--- src/rtl/cpu_ad48_lsu_if.sv ---
// rtl/cpu_ad48_lsu_if.sv - command, store-data, load-result, memory and writeback bundle for the LSU
interface cpu_ad48_lsu_if #(
  parameter int DATA_W = 48,
  parameter int ADDR_W = 48,
  parameter int DISP_W = 33,
  parameter int MEM_AW = 7,
  parameter int LEN_W  = 3
);
  logic              cmd_valid;
  logic              cmd_ready;
  logic              cmd_store;
  logic [1:0]        cmd_mode;
  logic [ADDR_W-1:0] cmd_base;
  logic [2:0]        cmd_base_idx;
  logic [DISP_W-1:0] cmd_disp;
  logic [LEN_W-1:0]  cmd_len;
  logic [2:0]        cmd_dst_idx;

  logic              wd_valid;
  logic              wd_ready;
  logic [DATA_W-1:0] wd_data;

  logic              rd_valid;
  logic [2:0]        rd_idx;
  logic [DATA_W-1:0] rd_data;
  logic              rd_last;

  logic              mem_req;
  logic              mem_we;
  logic [MEM_AW-1:0] mem_addr;
  logic [DATA_W-1:0] mem_wdata;
  logic              mem_gnt;
  logic              mem_rvalid;
  logic [DATA_W-1:0] mem_rdata;

  logic              wb_valid;
  logic [2:0]        wb_idx;
  logic [ADDR_W-1:0] wb_addr;

  logic              done;
  logic              err;
  logic              busy;

  modport slave (
    input  cmd_valid, cmd_store, cmd_mode, cmd_base, cmd_base_idx, cmd_disp, cmd_len, cmd_dst_idx,
    output cmd_ready,
    input  wd_valid, wd_data,
    output wd_ready,
    output rd_valid, rd_idx, rd_data, rd_last,
    output mem_req, mem_we, mem_addr, mem_wdata,
    input  mem_gnt, mem_rvalid, mem_rdata,
    output wb_valid, wb_idx, wb_addr,
    output done, err, busy
  );

  modport master (
    output cmd_valid, cmd_store, cmd_mode, cmd_base, cmd_base_idx, cmd_disp, cmd_len, cmd_dst_idx,
    input  cmd_ready,
    output wd_valid, wd_data,
    input  wd_ready,
    input  rd_valid, rd_idx, rd_data, rd_last,
    input  mem_req, mem_we, mem_addr, mem_wdata,
    output mem_gnt, mem_rvalid, mem_rdata,
    input  wb_valid, wb_idx, wb_addr,
    input  done, err, busy
  );
endinterface

--- src/rtl/cpu_ad48_lsu.sv ---
// rtl/cpu_ad48_lsu.sv - burst load/store unit with offset, pre- and post-update addressing
module cpu_ad48_lsu #(
  parameter int DATA_W = 48,
  parameter int ADDR_W = 48,
  parameter int DISP_W = 33,
  parameter int MEM_AW = 7,
  parameter int LEN_W  = 3
) (
  input logic           clk,
  input logic           rst,
  cpu_ad48_lsu_if.slave bus
);

  typedef enum logic [2:0] {IDLE, CHECK, WDAT, REQ, RESP, WB, ERR} state_t;

  state_t            state, state_nx;
  logic              store_r;
  logic              wb_en_r;
  logic [2:0]        base_idx_r;
  logic [2:0]        dst_idx_r;
  logic [LEN_W-1:0]  len_r;
  logic [LEN_W-1:0]  beat_r;
  logic [ADDR_W-1:0] start_r;
  logic [ADDR_W-1:0] upd_r;
  logic [DATA_W-1:0] wdata_r;
  logic              rd_valid_r;
  logic [2:0]        rd_idx_r;
  logic [DATA_W-1:0] rd_data_r;
  logic              rd_last_r;

  logic [ADDR_W-1:0] disp_ext;
  logic [ADDR_W-1:0] upd_sum;
  logic [ADDR_W-1:0] start_nx;
  logic              wb_en_nx;
  logic [ADDR_W:0]   end_sum;
  logic              range_err;
  logic              last_beat;
  logic [MEM_AW-1:0] beat_addr;

  assign disp_ext = {{(ADDR_W-DISP_W){bus.cmd_disp[DISP_W-1]}}, bus.cmd_disp};
  assign upd_sum  = bus.cmd_base + disp_ext;
  assign start_nx = (bus.cmd_mode == 2'b10) ? bus.cmd_base : upd_sum;
  assign wb_en_nx = ((bus.cmd_mode == 2'b01) || (bus.cmd_mode == 2'b10)) && (bus.cmd_base_idx != 3'd0);

  // One extra bit so a burst running past the top of the address space is caught, not wrapped
  assign end_sum   = {1'b0, start_r} + {{(ADDR_W+1-LEN_W){1'b0}}, len_r};
  assign range_err = (|start_r[ADDR_W-1:MEM_AW]) || (|end_sum[ADDR_W:MEM_AW]);
  assign last_beat = (beat_r == len_r);
  assign beat_addr = start_r[MEM_AW-1:0] + {{(MEM_AW-LEN_W){1'b0}}, beat_r};

  assign bus.rd_valid = rd_valid_r;
  assign bus.rd_idx   = rd_idx_r;
  assign bus.rd_data  = rd_data_r;
  assign bus.rd_last  = rd_last_r;

  always_comb begin
    state_nx      = state;
    bus.cmd_ready = 1'b0;
    bus.wd_ready  = 1'b0;
    bus.mem_req   = 1'b0;
    bus.mem_we    = 1'b0;
    bus.mem_addr  = '0;
    bus.mem_wdata = '0;
    bus.wb_valid  = 1'b0;
    bus.wb_idx    = '0;
    bus.wb_addr   = '0;
    bus.done      = 1'b0;
    bus.err       = 1'b0;
    bus.busy      = (state != IDLE);
    case (state)
      IDLE: begin
        bus.cmd_ready = 1'b1;
        if (bus.cmd_valid) state_nx = CHECK;
      end
      CHECK: begin
        if (range_err)    state_nx = ERR;
        else if (store_r) state_nx = WDAT;
        else              state_nx = REQ;
      end
      WDAT: begin
        bus.wd_ready = 1'b1;
        if (bus.wd_valid) state_nx = REQ;
      end
      REQ: begin
        bus.mem_req   = 1'b1;
        bus.mem_we    = store_r;
        bus.mem_addr  = beat_addr;
        bus.mem_wdata = store_r ? wdata_r : '0;
        if (bus.mem_gnt) begin
          if (!store_r)       state_nx = RESP;
          else if (last_beat) state_nx = WB;
          else                state_nx = WDAT;
        end
      end
      RESP: begin
        if (bus.mem_rvalid) state_nx = last_beat ? WB : REQ;
      end
      WB: begin
        bus.done = 1'b1;
        if (wb_en_r) begin
          bus.wb_valid = 1'b1;
          bus.wb_idx   = base_idx_r;
          bus.wb_addr  = upd_r;
        end
        state_nx = IDLE;
      end
      ERR: begin
        bus.done = 1'b1;
        bus.err  = 1'b1;
        state_nx = IDLE;
      end
      default: state_nx = IDLE;
    endcase
  end

  always_ff @(posedge clk) begin
    if (rst) begin
      state      <= IDLE;
      store_r    <= 1'b0;
      wb_en_r    <= 1'b0;
      base_idx_r <= '0;
      dst_idx_r  <= '0;
      len_r      <= '0;
      beat_r     <= '0;
      start_r    <= '0;
      upd_r      <= '0;
      wdata_r    <= '0;
      rd_valid_r <= 1'b0;
      rd_idx_r   <= '0;
      rd_data_r  <= '0;
      rd_last_r  <= 1'b0;
    end else begin
      state      <= state_nx;
      rd_valid_r <= 1'b0;
      case (state)
        IDLE: begin
          if (bus.cmd_valid) begin
            store_r    <= bus.cmd_store;
            wb_en_r    <= wb_en_nx;
            base_idx_r <= bus.cmd_base_idx;
            dst_idx_r  <= bus.cmd_dst_idx;
            len_r      <= bus.cmd_len;
            beat_r     <= '0;
            start_r    <= start_nx;
            upd_r      <= upd_sum;
          end
        end
        WDAT: begin
          if (bus.wd_valid) wdata_r <= bus.wd_data;
        end
        REQ: begin
          if (bus.mem_gnt && store_r && !last_beat) beat_r <= beat_r + 1'b1;
        end
        RESP: begin
          if (bus.mem_rvalid) begin
            rd_valid_r <= 1'b1;
            rd_data_r  <= bus.mem_rdata;
            rd_idx_r   <= dst_idx_r + 3'(beat_r);
            rd_last_r  <= last_beat;
            if (!last_beat) beat_r <= beat_r + 1'b1;
          end
        end
        default: ;
      endcase
    end
  end

endmodule
--- src/flat_wrapper.sv ---
// flat-port wrapper written by rule: the top's interface ports become plain ports
module cpu_ad48_lsu_flat 
#(
  parameter int DATA_W = 48,
  parameter int ADDR_W = 48,
  parameter int DISP_W = 33,
  parameter int MEM_AW = 7,
  parameter int LEN_W  = 3
)
  (clk, rst, bus_cmd_valid, bus_cmd_store, bus_cmd_mode, bus_cmd_base, bus_cmd_base_idx, bus_cmd_disp, bus_cmd_len, bus_cmd_dst_idx, bus_cmd_ready, bus_wd_valid, bus_wd_data, bus_wd_ready, bus_rd_valid, bus_rd_idx, bus_rd_data, bus_rd_last, bus_mem_req, bus_mem_we, bus_mem_addr, bus_mem_wdata, bus_mem_gnt, bus_mem_rvalid, bus_mem_rdata, bus_wb_valid, bus_wb_idx, bus_wb_addr, bus_done, bus_err, bus_busy);
  cpu_ad48_lsu_if #(.DATA_W(DATA_W), .ADDR_W(ADDR_W), .DISP_W(DISP_W), .MEM_AW(MEM_AW), .LEN_W(LEN_W)) bus_i ();
  input logic clk;
  input logic rst;
  input wire logic [$bits(bus_i.cmd_valid)-1:0] bus_cmd_valid;
  input wire logic [$bits(bus_i.cmd_store)-1:0] bus_cmd_store;
  input wire logic [$bits(bus_i.cmd_mode)-1:0] bus_cmd_mode;
  input wire logic [$bits(bus_i.cmd_base)-1:0] bus_cmd_base;
  input wire logic [$bits(bus_i.cmd_base_idx)-1:0] bus_cmd_base_idx;
  input wire logic [$bits(bus_i.cmd_disp)-1:0] bus_cmd_disp;
  input wire logic [$bits(bus_i.cmd_len)-1:0] bus_cmd_len;
  input wire logic [$bits(bus_i.cmd_dst_idx)-1:0] bus_cmd_dst_idx;
  output wire logic [$bits(bus_i.cmd_ready)-1:0] bus_cmd_ready;
  input wire logic [$bits(bus_i.wd_valid)-1:0] bus_wd_valid;
  input wire logic [$bits(bus_i.wd_data)-1:0] bus_wd_data;
  output wire logic [$bits(bus_i.wd_ready)-1:0] bus_wd_ready;
  output wire logic [$bits(bus_i.rd_valid)-1:0] bus_rd_valid;
  output wire logic [$bits(bus_i.rd_idx)-1:0] bus_rd_idx;
  output wire logic [$bits(bus_i.rd_data)-1:0] bus_rd_data;
  output wire logic [$bits(bus_i.rd_last)-1:0] bus_rd_last;
  output wire logic [$bits(bus_i.mem_req)-1:0] bus_mem_req;
  output wire logic [$bits(bus_i.mem_we)-1:0] bus_mem_we;
  output wire logic [$bits(bus_i.mem_addr)-1:0] bus_mem_addr;
  output wire logic [$bits(bus_i.mem_wdata)-1:0] bus_mem_wdata;
  input wire logic [$bits(bus_i.mem_gnt)-1:0] bus_mem_gnt;
  input wire logic [$bits(bus_i.mem_rvalid)-1:0] bus_mem_rvalid;
  input wire logic [$bits(bus_i.mem_rdata)-1:0] bus_mem_rdata;
  output wire logic [$bits(bus_i.wb_valid)-1:0] bus_wb_valid;
  output wire logic [$bits(bus_i.wb_idx)-1:0] bus_wb_idx;
  output wire logic [$bits(bus_i.wb_addr)-1:0] bus_wb_addr;
  output wire logic [$bits(bus_i.done)-1:0] bus_done;
  output wire logic [$bits(bus_i.err)-1:0] bus_err;
  output wire logic [$bits(bus_i.busy)-1:0] bus_busy;
  assign bus_i.cmd_valid = bus_cmd_valid;
  assign bus_i.cmd_store = bus_cmd_store;
  assign bus_i.cmd_mode = bus_cmd_mode;
  assign bus_i.cmd_base = bus_cmd_base;
  assign bus_i.cmd_base_idx = bus_cmd_base_idx;
  assign bus_i.cmd_disp = bus_cmd_disp;
  assign bus_i.cmd_len = bus_cmd_len;
  assign bus_i.cmd_dst_idx = bus_cmd_dst_idx;
  assign bus_cmd_ready = bus_i.cmd_ready;
  assign bus_i.wd_valid = bus_wd_valid;
  assign bus_i.wd_data = bus_wd_data;
  assign bus_wd_ready = bus_i.wd_ready;
  assign bus_rd_valid = bus_i.rd_valid;
  assign bus_rd_idx = bus_i.rd_idx;
  assign bus_rd_data = bus_i.rd_data;
  assign bus_rd_last = bus_i.rd_last;
  assign bus_mem_req = bus_i.mem_req;
  assign bus_mem_we = bus_i.mem_we;
  assign bus_mem_addr = bus_i.mem_addr;
  assign bus_mem_wdata = bus_i.mem_wdata;
  assign bus_i.mem_gnt = bus_mem_gnt;
  assign bus_i.mem_rvalid = bus_mem_rvalid;
  assign bus_i.mem_rdata = bus_mem_rdata;
  assign bus_wb_valid = bus_i.wb_valid;
  assign bus_wb_idx = bus_i.wb_idx;
  assign bus_wb_addr = bus_i.wb_addr;
  assign bus_done = bus_i.done;
  assign bus_err = bus_i.err;
  assign bus_busy = bus_i.busy;
  cpu_ad48_lsu #(.DATA_W(DATA_W), .ADDR_W(ADDR_W), .DISP_W(DISP_W), .MEM_AW(MEM_AW), .LEN_W(LEN_W)) u_core (.clk(clk), .rst(rst), .bus(bus_i));
endmodule
--- config.mk ---
export PLATFORM = sky130hd
export DESIGN_NAME = cpu_ad48_lsu_flat
export DESIGN_NICKNAME = d
export VERILOG_FILES = /design/src/rtl/cpu_ad48_lsu_if.sv /design/src/rtl/cpu_ad48_lsu.sv /design/src/flat_wrapper.sv
export SDC_FILE = /design/constraint.sdc
export NUM_CORES = 1
export LEC_CHECK = 0
export ABC_AREA = 1
export CAP_MARGIN = 15
export CORE_MARGIN = 3
export CORE_UTILIZATION = 50
export CTS_CLUSTER_SIZE = 12
export DETAILED_ROUTE_END_ITERATION = 7
export PLACE_DENSITY = 0.91
export SYNTH_ARGS = -nofsm -noshare
export SYNTH_HDL_FRONTEND = slang
export SYNTH_SLANG_ARGS = --single-unit
--- constraint.sdc ---
create_clock -name clk -period 2.5 [get_ports clk]
set_clock_uncertainty 0.2 [all_clocks]
set_input_delay 0.375 -clock clk [delete_from_list [all_inputs] [get_ports clk]]
set_output_delay 0.375 -clock clk [all_outputs]
set_load 0.03 [all_outputs]
# Yosys cells after proc, flatten, opt, wreduce, memory -nomap -nowiden
# Cells that the tools add are included.
[word_totals] ff_bits=214
[classes] add_sub_neg=5 n_eq_ne=15 mux=32 bitwise_logic=1 n_reduce_logical=19
[op_table] op="$mux 48" n=5
[op_table] op="$add 48x3->49" n=1
[op_table] op="$add 48x48->48" n=1
[op_table] op="$mux 3" n=14
[op_table] op="$reduce_or 42->1" n=1
[op_table] op="$reduce_or 41->1" n=1
[op_table] op="$pmux 3 s5" n=1
[op_table] op="$mux 1" n=10
[op_table] op="$ne 2x2->1 const B" n=5
[op_table] op="$eq 3x3->1 const B" n=3
[op_table] op="$pmux 3 s3" n=1
[op_table] op="$reduce_bool 3->1" n=3
[op_table] op="$add 7x3->7" n=1
[op_table] op="$mux 7" n=1
[op_table] op="$eq 3x2->1 const B" n=2
[op_table] op="$reduce_and 2->1" n=3
[op_table] op="$reduce_and 5->1" n=1
[op_table] op="$reduce_and 4->1" n=1
[op_table] op="$reduce_or 2->1" n=2
[op_table] op="$add 3x1->3 const B" n=1
[op_table] op="$add 3x3->3" n=1
[op_table] op="$eq 3x1->1 const B" n=1
[op_table] op="$eq 3x3->1" n=1
[op_table] op="$logic_and 1x1->1" n=3
[op_table] op="other kinds (7)" n=8

# Logic depth before layout (Yosys ltp)
# Gate-level depths: netlist of run 1.
[logic_depth] depth_word=5 ltp_mapped=16

# Worst setup path before layout of run 1
# OpenSTA, ideal clock, no wires.
[synth_timing] kind="register to output" startpoint="register u_core.state[2]" endpoint="output bus_mem_wdata[27]" arrival_time_ns=1.993 slack_ns=-0.068 stages_incl_launch_ff=8 cell_sequence="dfxtp_1 -> inv_2 -> nand3_2 -> nor2_1 -> inv_1 -> buf_2 -> buf_1 -> nor2_1"
[synth_between] elab_chain_len=2
[synth_rtl] item="start, declared" line_no="cpu_ad48_lsu.sv:16" text="state_t state, state_nx;"
[synth_rtl] item="start signal, assigned" line_no="cpu_ad48_lsu.sv:133" text="state <= state_nx;"
[synth_rtl] item="$eq 3x2->1" line_no="cpu_ad48_lsu.sv:70" text="case (state)"
[synth_rtl] item="$mux 48" line_no="cpu_ad48_lsu.sv:70"
[synth_rtl] item="end, declared" line_no="flat_wrapper.sv:33" text="output wire logic [$bits(bus_i.mem_wdata)-1:0] bus_mem_wdata;"
# Every way passes these cells.

# Final worst setup path of run 1
[layout_timing] startpoint="register u_core.start_r[0]" endpoint="output bus_mem_addr[4]"
[layout_between] elab_chain_len=2
[layout_rtl] item="start, declared" line_no="cpu_ad48_lsu.sv:23" text="logic [ADDR_W-1:0] start_r;"
[layout_rtl] item="start signal, assigned" line_no="cpu_ad48_lsu.sv:144" text="start_r <= start_nx;"
[layout_rtl] item="$add 7x3->7" line_no="cpu_ad48_lsu.sv:49" text="assign beat_addr = start_r[MEM_AW-1:0] + {{(MEM_AW-LEN_W){1'b0}}, beat_r};"
[layout_rtl] item="$mux 7" line_no="cpu_ad48_lsu.sv:70"
[layout_rtl] item="end, declared" line_no="flat_wrapper.sv:32" text="output wire logic [$bits(bus_i.mem_addr)-1:0] bus_mem_addr;"
# Every way passes these cells.

==> metrics.md, run 1 <==
| Metric | Value |
|---|---|
| Run status | complete, but fails checks |
| Failing checks | setup timing |
| Starting Density | 50.9% |
| Post-synthesis cell type count | 36 |
| Pre-antenna DRT Iters | 5 |
| Pwr dens | 754 nW/um^2 |
| Largest net degree at the start of global routing | 107 |
| Detailed placement HPWL | 43400 um |
| CP delay by family, top | adder cells |
| Final instance area | between 20000 and 25000 um^2 |
| Die X | 172 um |
| Initial antenna violation count | 1 |
| Drt total wl | 59000 um |
| Most frequent cells in the layout | nand2_1, inv_1, buf_4 |
| Endpoint class of the critical path | output port |
| Post-route ant nets | 0 |
| Vias in the first global route | approximately 16000 |
| VDD IR max | roughly 600 uV |
| WL met3 | 6160 um |
| DRT met1 WL | 21800 um |
| Yosys warning count | 0 |
| CTS tree | yes |
| Clock root cell | clkbuf_16 |
| Synthesized area | 13700 um^2 |
| Layout Area Growth over Synthesis | 47.6% |
| Sequential share of the synthesized area | 31.2% |
| Yosys top cell area share | between 30 and 40% |
| Measured slew at the worst slew-check pin | 630 ps |
| Total number of vias | 17126 |
| CORE AREA | 27000 um^2 |
| Final Non-Filler Cells | 3139 |
| Avg Cell Area, Syn | 6.07 um^2 |
| CTS Sinks | between 200 and 250 |
| Setup ws final | -378 ps |
| Slowest library cell on the worst path | fa_2 |
| Leakage power | around 10 nW |
| Layout Nets | 3029 |
| Delay of the slowest critical-path stage | 390 ps |
| Clk buf depth | 3 |
| Final setup viols | 6 |
| Area of the die | between 20000 and 30000 um^2 |
| Fmax | around 350 MHz |
| I/O Pins | 362 |
| Cts bufs inserted | 25 |
| Initial DRC Count | between 1500 and 2000 |
| Max Cap Viol | 0 |
| Hold Vio Cnt, Final | 0 |
| Latest clock arrival within the worst-skew pair | roughly 540 ps |
| First-pass GRT wire length | 86500 um |
| RSZ-0062 raised after global routing | true |
| GRT overflow | 0 |
| Flops & latches, synth | ~210 |
| Post-synth top area cell | dfxtp_1 |
| Crit Path Class | reg2out |
| Syn Nets | 2515 |
| DR top layer | met4 |
| Worst-path fanout max | 4 |
| CP Cell Sequence | ha_4 > fa_2 > nand2_2 > inv_2 > o21ai_2 > inv_2 > a21oi_2 > buf_12 |
| Gr usage total | 36.9% |
| DR vias/cell | 5.46 |
| Final-report max-slew violation count | 0 |
| Cell repeated most along the worst path | inv_2 |
| Slew headroom | 57.6% |
| Critical path startpoint category | flop |
| Share of layout cells above drive strength 1 | a little under 20% |
| Total design power | 15.3 mW |
| Critical path arrival | 2300 ps |
| Site row count | 60 |
| DRC | 0 |
| # hold bufs at CTS | 0 |
| Post-synthesis cell count | 2262 |
| Final worst path period need | 2880 ps |
| Core Util, Final | around three quarters |
| Pre-CTS setup slack | -627 ps |
| # port buffers | 361 |
| Worst endpoint required time | 1920 ps |
| DP Cell Count | roughly 3000 |
| Ranking of synthesized cells by area | dfxtp_1, nand2_1, inv_1 |
| Reg clk slew, reported paths | 60 ps |
| WL/cell | 18.8 um |
| Final worst-path cycle share | 115% |
| Minimum hold slack | 157 ps |
| Critical path buffers and inverters | 3 |
| Die H | 172 um |
| CTS H-tree depth | 1 |
| Gpl congestion | 1.03 |
| Hold WC Path Type | in2reg |
| Most common cell after layout, fill and taps aside | nand2_1 |
| Setup TNS | -1490 ps |
| Met2 WL post-DR | between 20000 and 30000 um |
| Placed inst area | 19200 um^2 |
## power by group
group | switching, mW | total, mW | internal [mW]
Clock | 1.59 | 3.99 | 2.41
Combinational | 4.07 | 6.48 | 2.41
Sequential | 0.550 | 4.80 | 4.25
Total | 6.20 | 15.3 | 9.07
## cell families after synthesis
kind of cell    synth area share, %
simple gates                   34.0
buf+inv                        13.3
xor+xnor                       1.47
compound gates                 14.5
flops                          31.2
fa+ha+maj                      5.45
## repair_timing
action / 4_1_cts / 5_1_grt
setup endpoints to repair: 92 / 123
gates resized for setup: 256 / 201
pin swaps: 6 / 25
setup buffers: 3 / 10
## state kept, by name, summed over array words and instances, names as in the netlist, 3 cells and up
register,flops
u_core.dst_idx_r,3
u_core.beat_r,3
u_core.state,3
u_core.len_r,3
u_core.bus.rd_idx,3
u_core.wdata_r,48
u_core.start_r,48
u_core.bus.rd_data,48
u_core.base_idx_r,3
u_core.upd_r,48
## cells in the mapped netlist
cell      instances
a211oi_1          1
a21o_1            7
a21oi_1         195
a21oi_2           9
a221oi_1          1
a31oi_1           4
and3_1            1
buf_1             6
buf_2            17
buf_4             2
clkbuf_1         65
dfxtp_1         214
fa_1              3
ha_1             55
inv_1           369
inv_2            21
nand2_1         686
nand2_2          22
nand3_1         106
nand3_2           6
nand4_1          20
nor2_1          245
nor2_2           20
nor2_4            6
nor3_1            8
nor3_2            4
nor4_1            6
o211ai_1         52
o21a_1            1
o21ai_0          80
o21ai_1           1
o21bai_1          4
o221ai_1          1
or2_2             1
xnor2_1          12
xor2_1           11
## area by class of cell
| type | instances | area, um^2 |
|---|---|---|
| Multi-Input combinational cell | 1568 | 7960 |
| Fill cell | 2034 | 6690 |
| Timing Repair Buffer | 577 | 5220 |
| Sequential cell | 214 | 4290 |
| Inverter | 390 | 1460 |
| Clock buffer | 39 | 758 |
| Tap cell | 341 | 427 |
| Clock inverter | 7 | 131 |
| Antenna cell | 3 | 7.51 |
## tightest hold or removal path: cells and delay by family
| family | cells | cell delay [ps] |
|---|---|---|
| AO/OA/AOI/OAI | 2 | 180 |
| buffers and inverters | 2 | 280 |
## final timing paths
kind	cells after the start	endpoint	slack (ps)	startpoint
setup / recovery	8	bus_mem_addr[4]	-380	u_core.start_r[0]
hold / removal	4	u_core.base_idx_r[0]	160	rst
setup reg to reg	8	u_core.state[2]	320	u_core.start_r[21]
hold reg to reg	2	u_core.wdata_r[6]	250	u_core.wdata_r[6]
## metal layers
layer | up-vias | track usage, %
li1 | 8052 | -
met1 | 7766 | 43.6
met2 | 1070 | 62.2
met3 | 238 | 8.53
met4 | 0 | 19.7
met5 | - | 0
Note: power is estimated with default switching activity, not from simulation.
==> inputs of run 2 (changes only) <==
--- a/config.mk
+++ b/config.mk
@@ -12,6 +12,7 @@
 export CTS_CLUSTER_SIZE = 12
 export DETAILED_ROUTE_END_ITERATION = 7
 export PLACE_DENSITY = 0.91
+export SETUP_SLACK_MARGIN = 0.4
 export SYNTH_ARGS = -nofsm -noshare
 export SYNTH_HDL_FRONTEND = slang
 export SYNTH_SLANG_ARGS = --single-unit
==> run 2 against run 1 <==
  * The run now fails in 5_1_grt
  * Synthesized cell count stayed put
  * Area after synthesis is the same
==> metrics.md, run 2 <==
| Metric | Value |
|---|---|
| Avg Cell Area, Syn | 6.07 um^2 |
| Die H | 172 um |
| Error | [ERROR GRT-0232] Routing congestion too high. Check the congestion heatmap in the GUI. |
| Post-synthesis cell type count | 36 |
| Ys flop type | dfxtp_1 |
| Async SR Flop Fraction | 0% |
| # port buffers | 361 |
| Syn Nets | approximately 2500 |
| Cts bufs inserted | 24 |
| Clock root cell | clkbuf_16 |
| Gpl congestion | 1.06 |
| Yosys warning count | 0 |
| CTS Sinks | 214 |
| GRT overflow | 406 |
| Post-synth top area cell | dfxtp_1 |
| Starting Density | 50.9% |
| Fail Step | 5_1_grt |
| Synthesized area | around 14000 um^2 |
| Flops & latches, synth | 214 |
| Site row count | 60 |
| Synth top cells by count | nand2_1, inv_1, nor2_1 |
| WEP type | output port |
| Largest net degree at the start of global routing | 68 |
| CTS H-tree depth | 1 |
| Sequential share of the synthesized area | 31.2% |
| Clk buf depth | 3 |
| Detailed placement HPWL | roughly 44000 um |
| Post-synthesis cell count | 2262 |
| Ranking of synthesized cells by area | dfxtp_1, nand2_1, inv_1 |
| Die X | 172 um |
| Most common cell in the netlist | nand2_1 |
| DP Cell Count | roughly 3000 |
| Gr usage total | 85.3% |
| EDFF count, synth | 0 |
| I/O Pins | about 360 |
| GRT repair_timing worst endpoint | bus_mem_addr[6] |
| # hold bufs at CTS | 0 |
| Yosys top cell area share | 31.2% |
| Run status | stopped before the end |
==> run 2: cells by family after synthesis <==
logic type,count (synthesis),share of synthesized area [%]
adders and majority gates,58,5.45
AOI/OAI and AO/OA,356,14.5
buffers and inverters,480,13.3
and+or+nand+nor,1131,34.0
DFF,214,31.2
xor gates and xnor gates,23,1.47
==> run 2: stage by stage <==
stage | instance area [um^2] | worst slack, ps
2_1_floorplan | 14000 | 403
3_3_place_gp | 19300 | -472
3_5_place_dp | 19300 | -514
4_1_cts | 21900 | -264
==> run 2: timing repair <==
| item | in CTS |
|---|---|
| endpoints found under the setup margin | 250 |
| buffers inserted | 36 |
| cloned | 7 |
| pin swaps | 56 |
| resized for setup | 731 |
==> run 2: metal layers <==
layer | global-route usage [%] | overflow
met1 | 82.6 | 9
met2 | 96.8 | 208
met3 | 77.6 | 22
met4 | 87.2 | 161
met5 | 53.3 | 6
==> inputs of run 3 (changes only) <==
--- a/config.mk
+++ b/config.mk
@@ -8,11 +8,9 @@
 export ABC_AREA = 1
 export CAP_MARGIN = 15
 export CORE_MARGIN = 3
-export CORE_UTILIZATION = 50
-export CTS_CLUSTER_SIZE = 12
+export CORE_UTILIZATION = 35
 export DETAILED_ROUTE_END_ITERATION = 7
-export PLACE_DENSITY = 0.91
-export SETUP_SLACK_MARGIN = 0.4
+export PLACE_DENSITY_LB_ADDON = 0.15
 export SYNTH_ARGS = -nofsm -noshare
 export SYNTH_HDL_FRONTEND = slang
 export SYNTH_SLANG_ARGS = --single-unit
==> run 3 against run 2 <==
  * The flow now finishes, with violations (hold timing, setup timing)
==> metrics.md, run 3 (same netlist as run 1, synthesis figures left out) <==
| Metric | Value |
|---|---|
| Critical path buffers and inverters | 3 |
| Leakage power | 9.80 nW |
| Critical path startpoint category | flop |
| Latest clock arrival within the worst-skew pair | 540 ps |
| Core Util, Final | 54.6% |
| Failing checks | hold timing, setup timing |
| Site row count | 71 |
| DP Cell Count | 3232 |
| RSZ-0062 raised after global routing | true |
| Endpoint class of the critical path | output port |
| Worst-path fanout max | 4 |
| Fmax | between 300 and 400 MHz |
| Vias in the first global route | about 15000 |
| Final-report max-slew violation count | 0 |
| Crit Path Class | reg2out |
| Slowest library cell on the worst path | dfxtp_4 |
| Critical path arrival | about 2100 ps |
| Post-route ant nets | 0 |
| Total number of vias | 15767 |
| Detailed placement HPWL | 42800 um |
| Run status | complete, but fails checks |
| Fillers | 3832 |
| Final worst path period need | 2670 ps |
| Most frequent cells in the layout | nand2_1, inv_1, clkdlybuf4s50_1 |
| CTS Sinks | 214 |
| Share of layout cells above drive strength 1 | 19.9% |
| Final setup viols | 5 |
| # hold bufs at CTS | 0 |
| CTS H-tree depth | 1 |
| Initial DRC Count | 1244 |
| Final instance area | around 21000 um^2 |
| Pre-CTS setup slack | -627 ps |
| Layout Nets | 3019 |
| Clk buf depth | 3 |
| DRC | 0 |
| I/O Pins | 362 |
| Starting Density | 35.9% |
| Worst endpoint required time | 1920 ps |
| Total design power | 14.9 mW |
| VDD IR max | 563 uV |
| Reg clk slew, reported paths | ~50 ps |
| First-pass GRT wire length | 82200 um |
| Max Cap Viol | 0 |
| Cts bufs inserted | 26 |
| Final worst-path cycle share | 107% |
| Hold WC Path Type | in2reg |
| Area of the die | 41600 um^2 |
| DRT met1 WL | 24800 um |
| Hold Vio Cnt, Final | 1 |
| CP delay by family, top | adder cells |
| Minimum hold slack | -1.13 ps |
| Met2 WL post-DR | 24900 um |
| Most common cell after layout, fill and taps aside | nand2_1 |
| Clock root cell | clkbuf_16 |
| DR vias/cell | approximately 4.8 |
| # port buffers | 361 |
| Drt total wl | approximately 55000 um |
| CTS tree | yes |
| Measured slew at the worst slew-check pin | 736 ps |
| Pwr dens | a little over 700 nW/um^2 |
| Placed inst area | just under 20000 um^2 |
| GRT overflow | 0 |
| WL met3 | 3590 um |
| CP Cell Sequence | ha_4 > fa_2 > nand2_2 > inv_2 > o21ai_2 > inv_2 > nand2_2 > o21ai_1 > nor2_1 > buf_4 |
| Gpl congestion | 0.991 |
| Gr usage total | 24.9% |
| Final Non-Filler Cells | 3298 |
| Die X | 204 um |
| Slew headroom | 50.9% |
| CORE AREA | between 30000 and 40000 um^2 |
| Setup ws final | -169 ps |
| DR top layer | met4 |
| Layout Area Growth over Synthesis | 51.9% |
| Setup TNS | -516 ps |
| Initial antenna violation count | 3 |
| WL/cell | roughly 17 um |
| Pre-antenna DRT Iters | 5 |
| Largest net degree at the start of global routing | between 90 and 100 |
| Delay of the slowest critical-path stage | 350 ps |
| R2R Setup Slk | 440 ps |
| Die H | 204 um |
## run 3: path summary, 6_finish.rpt
kind	from	to	cells after the start
min reg2reg	u_core.wdata_r[46]	u_core.wdata_r[46]	2
max reg2reg	u_core.state[0]	u_core.upd_r[20]	9
max	u_core.start_r[0]	bus_mem_addr[6]	10
min	bus_cmd_base[0]	u_core.start_r[0]	3
## run 3: cell type report
| class | count | area, um^2 | area share (%) |
|---|---|---|---|
| Multi-Input combinational cell | 1568 | 8130 | 39.0 |
| Timing Repair Buffer | 565 | 5420 | 26.0 |
| Sequential cell | 214 | 4300 | 20.6 |
| Inverter | 390 | 1470 | 7.06 |
| Clock buffer | 34 | 732 | 3.51 |
| Tap cell | 511 | 639 | 3.07 |
| Clock inverter | 12 | 138 | 0.660 |
| Antenna cell | 3 | 7.51 | 0.0360 |
| Timing Repair inverter | 1 | 5.00 | 0.0240 |
## run 3: what timing repair did
item	in CTS	in global routing
hold endpoints to repair	0	0
pin swaps	6	14
gates resized for setup	328	157
setup endpoints to repair	121	142
buffers inserted	8	5
cloned	0	4
## run 3: per-layer routing
layer	track usage (%)	up-vias
li1	-	8045
met1	33.3	7170
met2	40.5	467
met3	4.81	85
met4	8.16	0
met5	0	-
## run 3: report_power, final
part	internal, mW	switching (mW)	total [mW]
Clock	2.36	1.57	3.93
Combinational	2.36	3.85	6.20
Sequential	4.26	0.559	4.82
Total	8.97	5.97	14.9
## run 3: worst register-to-register path, delay by kind of cell (launching register included)
kind	cells	cell delay (ps)
buf+inv	4	610
compound gates	1	130
flops	1	340
simple gates	4	660
==> inputs of run 4 (changes only) <==
--- a/config.mk
+++ b/config.mk
@@ -11,6 +11,7 @@
 export CORE_UTILIZATION = 35
 export DETAILED_ROUTE_END_ITERATION = 7
 export PLACE_DENSITY_LB_ADDON = 0.15
+export SLEW_MARGIN = 10
 export SYNTH_ARGS = -nofsm -noshare
 export SYNTH_HDL_FRONTEND = slang
 export SYNTH_SLANG_ARGS = --single-unit
==> results of run 4 <==
The final DEF is identical to that of run 3; final timing and power are the same.
